<file path="config.mk">
export PLATFORM = sky130hd
export DESIGN_NAME = free_list_flat
export DESIGN_NICKNAME = d
export VERILOG_FILES = /design/src/rtl/free_list_if.sv /design/src/rtl/free_list.sv /design/src/flat_wrapper.sv
export SDC_FILE = /design/constraint.sdc
export NUM_CORES = 1
export LEC_CHECK = 0
export CAP_MARGIN = 20
export CORE_MARGIN = 4
export CORE_UTILIZATION = 59
export DETAILED_ROUTE_END_ITERATION = 8
export DONT_BUFFER_PORTS = 1
export PLACE_DENSITY = 0.82
export SLEW_MARGIN = 20
export SYNTH_ARGS = -nofsm -noshare
export SYNTH_HDL_FRONTEND = slang
export SYNTH_SLANG_ARGS = --single-unit
</file>
<file path="constraint.sdc">
create_clock -name clk -period 5.6 [get_ports clk]
set_clock_uncertainty 0.15 [all_clocks]
set_input_delay 0.56 -clock clk [delete_from_list [all_inputs] [get_ports clk]]
set_output_delay 0.56 -clock clk [all_outputs]
set_load 0.02 [all_outputs]
</file>
<file path="src/rtl/free_list_if.sv">
// Rename-side interface of the physical-register free list: dispatch pop request,
// ROB retire push lanes, misprediction recovery and the tags and count it presents.
interface free_list_if #(
   parameter int PREG_NUMBER     = 64,
   parameter int ARCH_REG_NUMBER = 32
);
   localparam int FL_SIZE = PREG_NUMBER - ARCH_REG_NUMBER;
   localparam int TAG_W   = $clog2(PREG_NUMBER);
   localparam int CNT_W   = $clog2(FL_SIZE) + 1;

   logic                       dispatch_en_i;
   logic                       dispatch_size_i;
   logic [1:0]                 retire_en_i;
   logic [1:0][TAG_W-1:0]      T_old_i;
   logic                       branch_mispredicted_i;
   logic [1:0][TAG_W-1:0]      freeReg_o;
   logic [CNT_W-1:0]           free_count_o;
   logic                       fl_empty_o;
   logic                       fl_one_left_o;

   modport master (
      output dispatch_en_i, dispatch_size_i, retire_en_i, T_old_i, branch_mispredicted_i,
      input  freeReg_o, free_count_o, fl_empty_o, fl_one_left_o
   );

   modport slave (
      input  dispatch_en_i, dispatch_size_i, retire_en_i, T_old_i, branch_mispredicted_i,
      output freeReg_o, free_count_o, fl_empty_o, fl_one_left_o
   );
endinterface

</file>
<file path="src/rtl/free_list.sv">
// 2-wide circular free list of physical register tags with speculative/architectural heads.
// Optional FL_DEBUG_EN macro exposes the registered pointers and enables protocol assertions.
module free_list #(
   parameter int PREG_NUMBER     = 64,
   parameter int ARCH_REG_NUMBER = 32
) (
   input  logic clk,
   input  logic reset,
`ifdef FL_DEBUG_EN
   output logic [$clog2(PREG_NUMBER-ARCH_REG_NUMBER)-1:0] spec_head_debug,
   output logic [$clog2(PREG_NUMBER-ARCH_REG_NUMBER)-1:0] arch_head_debug,
   output logic [$clog2(PREG_NUMBER-ARCH_REG_NUMBER)-1:0] tail_debug,
`endif
   free_list_if.slave fl
);
   localparam int FL_SIZE = PREG_NUMBER - ARCH_REG_NUMBER;
   localparam int TAG_W   = $clog2(PREG_NUMBER);
   localparam int PTR_W   = $clog2(FL_SIZE);
   localparam int CNT_W   = PTR_W + 1;

   logic [TAG_W-1:0] list_q [FL_SIZE];
   logic [PTR_W-1:0] spec_head_q, arch_head_q, tail_q;
   logic [CNT_W-1:0] count_q;

   logic [PTR_W-1:0] spec_head_d, arch_head_d, tail_d, tail_lane1, spec_head_p1;
   logic [CNT_W-1:0] count_d, npop, npush, pop_amt;
   logic             pop_ok;

   always_comb begin
      npop        = fl.dispatch_size_i ? CNT_W'(2) : CNT_W'(1);
      npush       = CNT_W'(fl.retire_en_i[0]) + CNT_W'(fl.retire_en_i[1]);
      // all-or-nothing pop against the count seen at cycle start
      pop_ok      = fl.dispatch_en_i && !fl.branch_mispredicted_i && (npop <= count_q);
      pop_amt     = pop_ok ? npop : '0;
      tail_lane1  = tail_q + PTR_W'(fl.retire_en_i[0]);
      tail_d      = tail_q + npush[PTR_W-1:0];
      arch_head_d = arch_head_q + npush[PTR_W-1:0];
      spec_head_d = spec_head_q + pop_amt[PTR_W-1:0];
      count_d     = count_q - pop_amt + npush;
      if (fl.branch_mispredicted_i) begin
         spec_head_d = arch_head_d;
         count_d     = CNT_W'(FL_SIZE);
      end
   end

   always_ff @(posedge clk or negedge reset) begin
      if (!reset) begin
         spec_head_q <= '0;
         arch_head_q <= '0;
         tail_q      <= '0;
         count_q     <= CNT_W'(FL_SIZE);
      end else begin
         spec_head_q <= spec_head_d;
         arch_head_q <= arch_head_d;
         tail_q      <= tail_d;
         count_q     <= count_d;
      end
   end

   // lane 1 packs behind lane 0, or into the tail slot itself when lane 0 is idle
   always_ff @(posedge clk or negedge reset) begin
      if (!reset) begin
         for (int i = 0; i < FL_SIZE; i++) begin
            list_q[i] <= TAG_W'(ARCH_REG_NUMBER + i);
         end
      end else begin
         if (fl.retire_en_i[0]) list_q[tail_q]     <= fl.T_old_i[0];
         if (fl.retire_en_i[1]) list_q[tail_lane1] <= fl.T_old_i[1];
      end
   end

   assign spec_head_p1     = spec_head_q + PTR_W'(1);
   assign fl.freeReg_o[0]  = list_q[spec_head_q];
   assign fl.freeReg_o[1]  = list_q[spec_head_p1];
   assign fl.free_count_o  = count_q;
   assign fl.fl_empty_o    = (count_q == '0);
   assign fl.fl_one_left_o = (count_q == CNT_W'(1));

`ifdef FL_DEBUG_EN
   assign spec_head_debug = spec_head_q;
   assign arch_head_debug = arch_head_q;
   assign tail_debug      = tail_q;

   a_no_double_free : assert property (@(posedge clk) disable iff (!reset)
      !((npush != '0) && (count_q == CNT_W'(FL_SIZE))))
      else $error("free_list: retire push while list already full");

   a_pop_within_count : assert property (@(posedge clk) disable iff (!reset)
      pop_ok |-> (npop <= count_q))
      else $error("free_list: accepted pop exceeds free count");
`endif
endmodule

</file>
<file path="src/flat_wrapper.sv">
// flat-port wrapper written by rule: the top's interface ports become plain ports
module free_list_flat 
#(
   parameter int PREG_NUMBER     = 64,
   parameter int ARCH_REG_NUMBER = 32
)
  (clk, reset, fl_dispatch_en_i, fl_dispatch_size_i, fl_retire_en_i, fl_T_old_i, fl_branch_mispredicted_i, fl_freeReg_o, fl_free_count_o, fl_fl_empty_o, fl_fl_one_left_o);
  free_list_if #(.PREG_NUMBER(PREG_NUMBER), .ARCH_REG_NUMBER(ARCH_REG_NUMBER)) fl_i ();
  input  logic clk;
  input  logic reset;
  input wire logic [$bits(fl_i.dispatch_en_i)-1:0] fl_dispatch_en_i;
  input wire logic [$bits(fl_i.dispatch_size_i)-1:0] fl_dispatch_size_i;
  input wire logic [$bits(fl_i.retire_en_i)-1:0] fl_retire_en_i;
  input wire logic [$bits(fl_i.T_old_i)-1:0] fl_T_old_i;
  input wire logic [$bits(fl_i.branch_mispredicted_i)-1:0] fl_branch_mispredicted_i;
  output wire logic [$bits(fl_i.freeReg_o)-1:0] fl_freeReg_o;
  output wire logic [$bits(fl_i.free_count_o)-1:0] fl_free_count_o;
  output wire logic [$bits(fl_i.fl_empty_o)-1:0] fl_fl_empty_o;
  output wire logic [$bits(fl_i.fl_one_left_o)-1:0] fl_fl_one_left_o;
  assign fl_i.dispatch_en_i = fl_dispatch_en_i;
  assign fl_i.dispatch_size_i = fl_dispatch_size_i;
  assign fl_i.retire_en_i = fl_retire_en_i;
  assign fl_i.T_old_i = fl_T_old_i;
  assign fl_i.branch_mispredicted_i = fl_branch_mispredicted_i;
  assign fl_freeReg_o = fl_i.freeReg_o;
  assign fl_free_count_o = fl_i.free_count_o;
  assign fl_fl_empty_o = fl_i.fl_empty_o;
  assign fl_fl_one_left_o = fl_i.fl_one_left_o;
  free_list #(.PREG_NUMBER(PREG_NUMBER), .ARCH_REG_NUMBER(ARCH_REG_NUMBER)) u_core (.clk(clk), .reset(reset), .fl(fl_i));
endmodule
</file>
==> reports/metrics.cfg <==
[yosys]
yosysUniqueCellTypes = 60
syn_area_per_cell_sq_um = 12.62
yosys_warnings = 0
syn-num-nets = 1218
synth_area_sq_mm = 0.01482
synth_cells = 1174
synth_seq_cells = 213
ys_seq_area_share_pct = 36.92
synth_enable_flop_cells = 0
dominantRegCellSynth = dfstp_2
async_flop_share_pct = 100.0

[routing]
postRouteAntennaNets = 0
drt_first_pass_iters = 6
post-route-drc-count = 0
vias = 10283
finalWirelength_um = 41750
drtIter0Drc = 1501
wl_per_cell_um = 28.42
viasPerCell = 7.000

[cts]
cts_tree = done
path_clk_slew_ps = 60
cts_made_buffers = 24
cts-root-buf = clkbuf_16
clock_path_buffers = 3
insertion_delay_ps = 530
cts_sinks = 213
cts_max_level = 1

[pwr]
p_per_area_mw_per_mm2 = 691.5
p_leak_nw = 6.307
finalPower_w = 0.01089
worst_ir_drop_vdd_v = 0.0004961

[job]
maxCapViolCount = 0

[timing]
report.final.hold_viol_count = 0
fin_setup_tns_ps = 0
setup-violations-final = 0
finalCriticalPeriod_ps = 4574
slew-limit-headroom_pct = 27.63
rsz0062_at_grt = false
worstMarginPinSlew_ps = 1083
drv_slew = 0
clock.fmax_mhz = 218.6
timing.final.crit_share_pct = 81.68

[worst_setup_path]
required_ps = 4890
cp_max_fo = 48
startpoint_type = flop
r2r_setup_slack_ps = 2060
r2r_start = u_core.fl.free_count_o[1]
endpoint_kind = output pin
r2r_cells = 14
path_class = reg2out
cp.arrival_ps = 3860
r2r_end = u_core.fl.free_count_o[5]

[final_layout]
drive_above_1_share_pct = 54.59
area_delta_synth_final_pct = 6.274
multi_input_area_sq_mm = 0.008875
fillers = 1851
seq_area_sq_mm = 0.005479
antenna_cells = 0
nNetsFinal = 1172
final_cells = 1469
layout_common_cells = mux2_2 (372), dfstp_2 (113), dfrtp_1 (98)
final_common_cell = mux2_2

[die]
die_y_um = 166.5
fp-row-count = 57
start_util_pct = 60.40
die_area_sq_mm = 0.02771
die-width_um = 166.5
ios = 39
core_area_sq_mm = 0.02453

[placed_design]
dp_cells = 1422
gp_routability_congestion = 0.9395
io_buffers = 0
dp_hpwl_um = 27020

[global_routing]
grt_usage_pct = 29.56
grt_pass1_vias = 10477
grt.busiest_layer = met2
grt_pass1_wl_um = 64040
use_met3_pct = 6.210
met1_usage_pct = 41.05
grt_max_degree = 214
grt_util_met2_pct = 46.14
antenna_found_initial = 0
gr-total-overflow = 0

[hold_path]
worstHoldStart = fl_branch_mispredicted_i
whs_endpoint = u_core.spec_head_q[2]
holdCritPathClass = in2reg
hold_depth = 2

[outcome]
outcome = completed

## repair_timing
action,CTS,global route
endpoints found under the hold margin,220,42
hold buffers,2,1
buffers inserted,0,0
gates resized for setup,0,0
## worst max-delay path, cell delays in order, from the launching register on
cell and delay (ps):
dfrtp_4 690, ha_4 980, mux4_2 370, nor2_1 40, nor2_1 200, o22ai_1 140, a211oi_1 870
## sequential cells by signal, indices dropped and copies added (netlist names)
| name | flops |
|---|---|
| u_core.list_q | 192 |
| u_core.fl.free_count_o | 6 |
| u_core.arch_head_q | 5 |
| u_core.spec_head_q | 5 |
| u_core.tail_q | 5 |
## cells by family after synthesis
family	synth area share [%]
multiplexers	44.90
AND/OR/NAND/NOR	7.768
flip-flops	36.92
buffers and inverters	3.318
AO/OA/AOI/OAI	3.842
adder cells (fa/ha/maj)	2.364
XOR/XNOR	0.8866
## layout make-up
class / instances / area share, %
clock inverters: 6 / 0.4608
flip-flops and latches: 213 / 34.79
well taps: 324 / 2.574
inverters: 25 / 0.5959
multi-input cells: 855 / 56.36
repair buffers: 9 / 0.7151
clock buffers: 37 / 4.505
## cell usage after synthesis (6+ instances only)
master    number  share of area, %
dfstp_2      113                20
nor3_2         6              0.41
nor2_1        71               1.8
a211oi_1      12              0.61
a21oi_1       16              0.54
and2_1        10              0.42
dfrtp_1      100                17
nand3_1       33               1.1
nor2b_1        7              0.30
mux4_1        17               3.0
mux2_2       372                28
buf_2         23              0.78
mux2i_1       62               4.2
xnor2_1       10              0.59
a22oi_1       19              0.96
o22ai_1        7              0.30
nor3_1         9              0.30
buf_4          6              0.30
nand2_1       42               1.1
clkbuf_1      47               1.2
nor2_2        12              0.51
mux4_2        61               9.3
inv_1         25              0.63
ha_1          20               1.7
## through the flow
step	util (%)	hold slack [ps]	area, sq um	setup slack [ps]
after floorplan	-	114.4	14820	2388
after global placement	60.69	120.1	14890	1638
after detailed placement	60.69	120.6	14890	1609
after CTS	64.04	0.7999	15710	1060
after global routing	64.19	11.38	15750	894.0
final	64.19	9.853	15750	1026
## power by group
group | switching (W) | leakage, nW | total [W] | internal [W]
combinational | 0.00276 | 3.52 | 0.00575 | 0.00299
sequential | 0.000968 | 2.41 | 0.00357 | 0.00260
clock | 0.000651 | 0.381 | 0.00157 | 0.000919
total | 0.00438 | 6.31 | 0.0109 | 0.00651
## layer usage
metal	up-vias	part of all wire, %
met5	-	0
met4	0	4.6
met3	132	9.8
met2	639	46
met1	5208	40
li1	4304	-
## how the worst max path moves through the flow
stage                     slack, ps                      start  cells past startpoint                        end
after floorplan                2390  u_core.fl.free_count_o[1]                     14  u_core.fl.free_count_o[5]
after global placement         1640      u_core.spec_head_q[1]                      6            fl_freeReg_o[9]
after detailed placement       1610      u_core.spec_head_q[1]                      6            fl_freeReg_o[6]
after CTS                      1060      u_core.spec_head_q[1]                      6            fl_freeReg_o[6]
after global routing            890      u_core.spec_head_q[1]                      6            fl_freeReg_o[9]
final                          1030      u_core.spec_head_q[1]                      6            fl_freeReg_o[9]
(Power assumes the default switching activity.)
==> patch: new RTL, config.mk and constraints unchanged <==
`ARCH_REG_NUMBER` is set to 32 in 3 places; all go to 16.
--- a/src/rtl/free_list_if.sv
+++ b/src/rtl/free_list_if.sv
@@ -2,7 +2,7 @@
 // ROB retire push lanes, misprediction recovery and the tags and count it presents.
 interface free_list_if #(
    parameter int PREG_NUMBER     = 64,
-   parameter int ARCH_REG_NUMBER = 32
+   parameter int ARCH_REG_NUMBER = 16
 );
    localparam int FL_SIZE = PREG_NUMBER - ARCH_REG_NUMBER;
    localparam int TAG_W   = $clog2(PREG_NUMBER);
--- a/src/rtl/free_list.sv
+++ b/src/rtl/free_list.sv
@@ -2,7 +2,7 @@
 // Optional FL_DEBUG_EN macro exposes the registered pointers and enables protocol assertions.
 module free_list #(
    parameter int PREG_NUMBER     = 64,
-   parameter int ARCH_REG_NUMBER = 32
+   parameter int ARCH_REG_NUMBER = 16
 ) (
    input  logic clk,
    input  logic reset,
--- a/src/flat_wrapper.sv
+++ b/src/flat_wrapper.sv
@@ -2,7 +2,7 @@
 module free_list_flat 
 #(
    parameter int PREG_NUMBER     = 64,
-   parameter int ARCH_REG_NUMBER = 32
+   parameter int ARCH_REG_NUMBER = 16
 )
   (clk, reset, fl_dispatch_en_i, fl_dispatch_size_i, fl_retire_en_i, fl_T_old_i, fl_branch_mispredicted_i, fl_freeReg_o, fl_free_count_o, fl_fl_empty_o, fl_fl_one_left_o);
   free_list_if #(.PREG_NUMBER(PREG_NUMBER), .ARCH_REG_NUMBER(ARCH_REG_NUMBER)) fl_i ();
Ports: changed (resized fl_free_count_o); port bits go from 39 to 40. No check against the original RTL was run, so the function may have changed too.
==> patch against the original RTL <==
The run now ends with hold timing left; synthesized area rose by 46%; sequential cell count grew 100; cell area up 46%; cell count rose by 40%; sequential power up 32%; first-iteration DRC count grew 3.9%; routed wire length increased by 47%; total power is 35% higher; highest routed layer is now met5; die area increased by 44%; setup slack got worse by 0.14 ns.
==> patch: results (changes against the original RTL) <==
* complete, but fails checks — outcome
* hold timing — failing checks
* 1.17 ns — slew of the pin with the lowest slew margin, +0.0861 ns
* 38 — total CTS buffers, +58%
* 2 — H-tree level count, +1
* 314 — maximum number of pins on one net before global-route repair, +47%
* 1 — hold buffers post-CTS, -1
* 1182 — multi-input combinational cell count, +38%
* 9.18 nW — P_leak, +46%
* -0.420 ns — Fin Hold WS, -0.430 ns
* 1695 — post-synthesis net count, +39%
* 8.21% — met3 GRT Util, +2.0 points
* 49.2% — met2 track demand over resource, +3.0 points
* 32.1% — sequential fraction of design power, -0.7 points
* 228 — Hold Vio Cnt, Final, +228
* 313 — count of clock tree sinks, +47%
* 40.3 mm — half-perimeter wire length after detailed placement, +49%
* 1.64 ns — register-to-register setup slack, -0.42 ns
* 1.79% — Adder-Cell Fraction of Synth Area, -0.57 points
* fl_freeReg_o[6] — worst setup path endpoint
* 15000 — vias in the first global route, +43%
* 37.2% — proportion of synthesized chip area in sequential cells, +0.23 points
* 56.4% — multi-input gate share of the layout cell area, about the same
* 94.2 mm — global-route wire length before repair, +47%
* 2062 — number of standard cells in the layout, taps in and fillers out, +40%
==> patch: cell types whose count changed after synthesis, moves of 30 or more <==
cell,unedited run,this run
sky130_fd_sc_hd__dfrtp_1,100,151
sky130_fd_sc_hd__mux4_2,61,144
sky130_fd_sc_hd__nand2_1,42,94
sky130_fd_sc_hd__mux2_2,372,578
sky130_fd_sc_hd__dfstp_2,113,162
sky130_fd_sc_hd__clkbuf_1,47,77
==> patch: stage by stage <==
stage | setup slack, ns | cell area, um2 | power [W]
5_1_grt | 0.727 | 23000 | 0.0154
6_report | 0.891 | 23000 | 0.0147
4_1_cts | 0.959 | 23000 | 0.0146
3_5_place_dp | 1.51 | 21800 | 0.0122
3_3_place_gp | 1.58 | 21800 | 0.0119
2_1_floorplan | 2.08 | 21600 | 0.0103
==> patch: critical path: cells and delay by family, from the launching register on <==
kind / cells / cell delay [ns]
compound gates: 1 / 0.14
fa+ha+maj: 1 / 0.69
buf+inv: 1 / 0.40
flops: 1 / 0.66
mux: 2 / 0.96
simple gates: 1 / 0.50
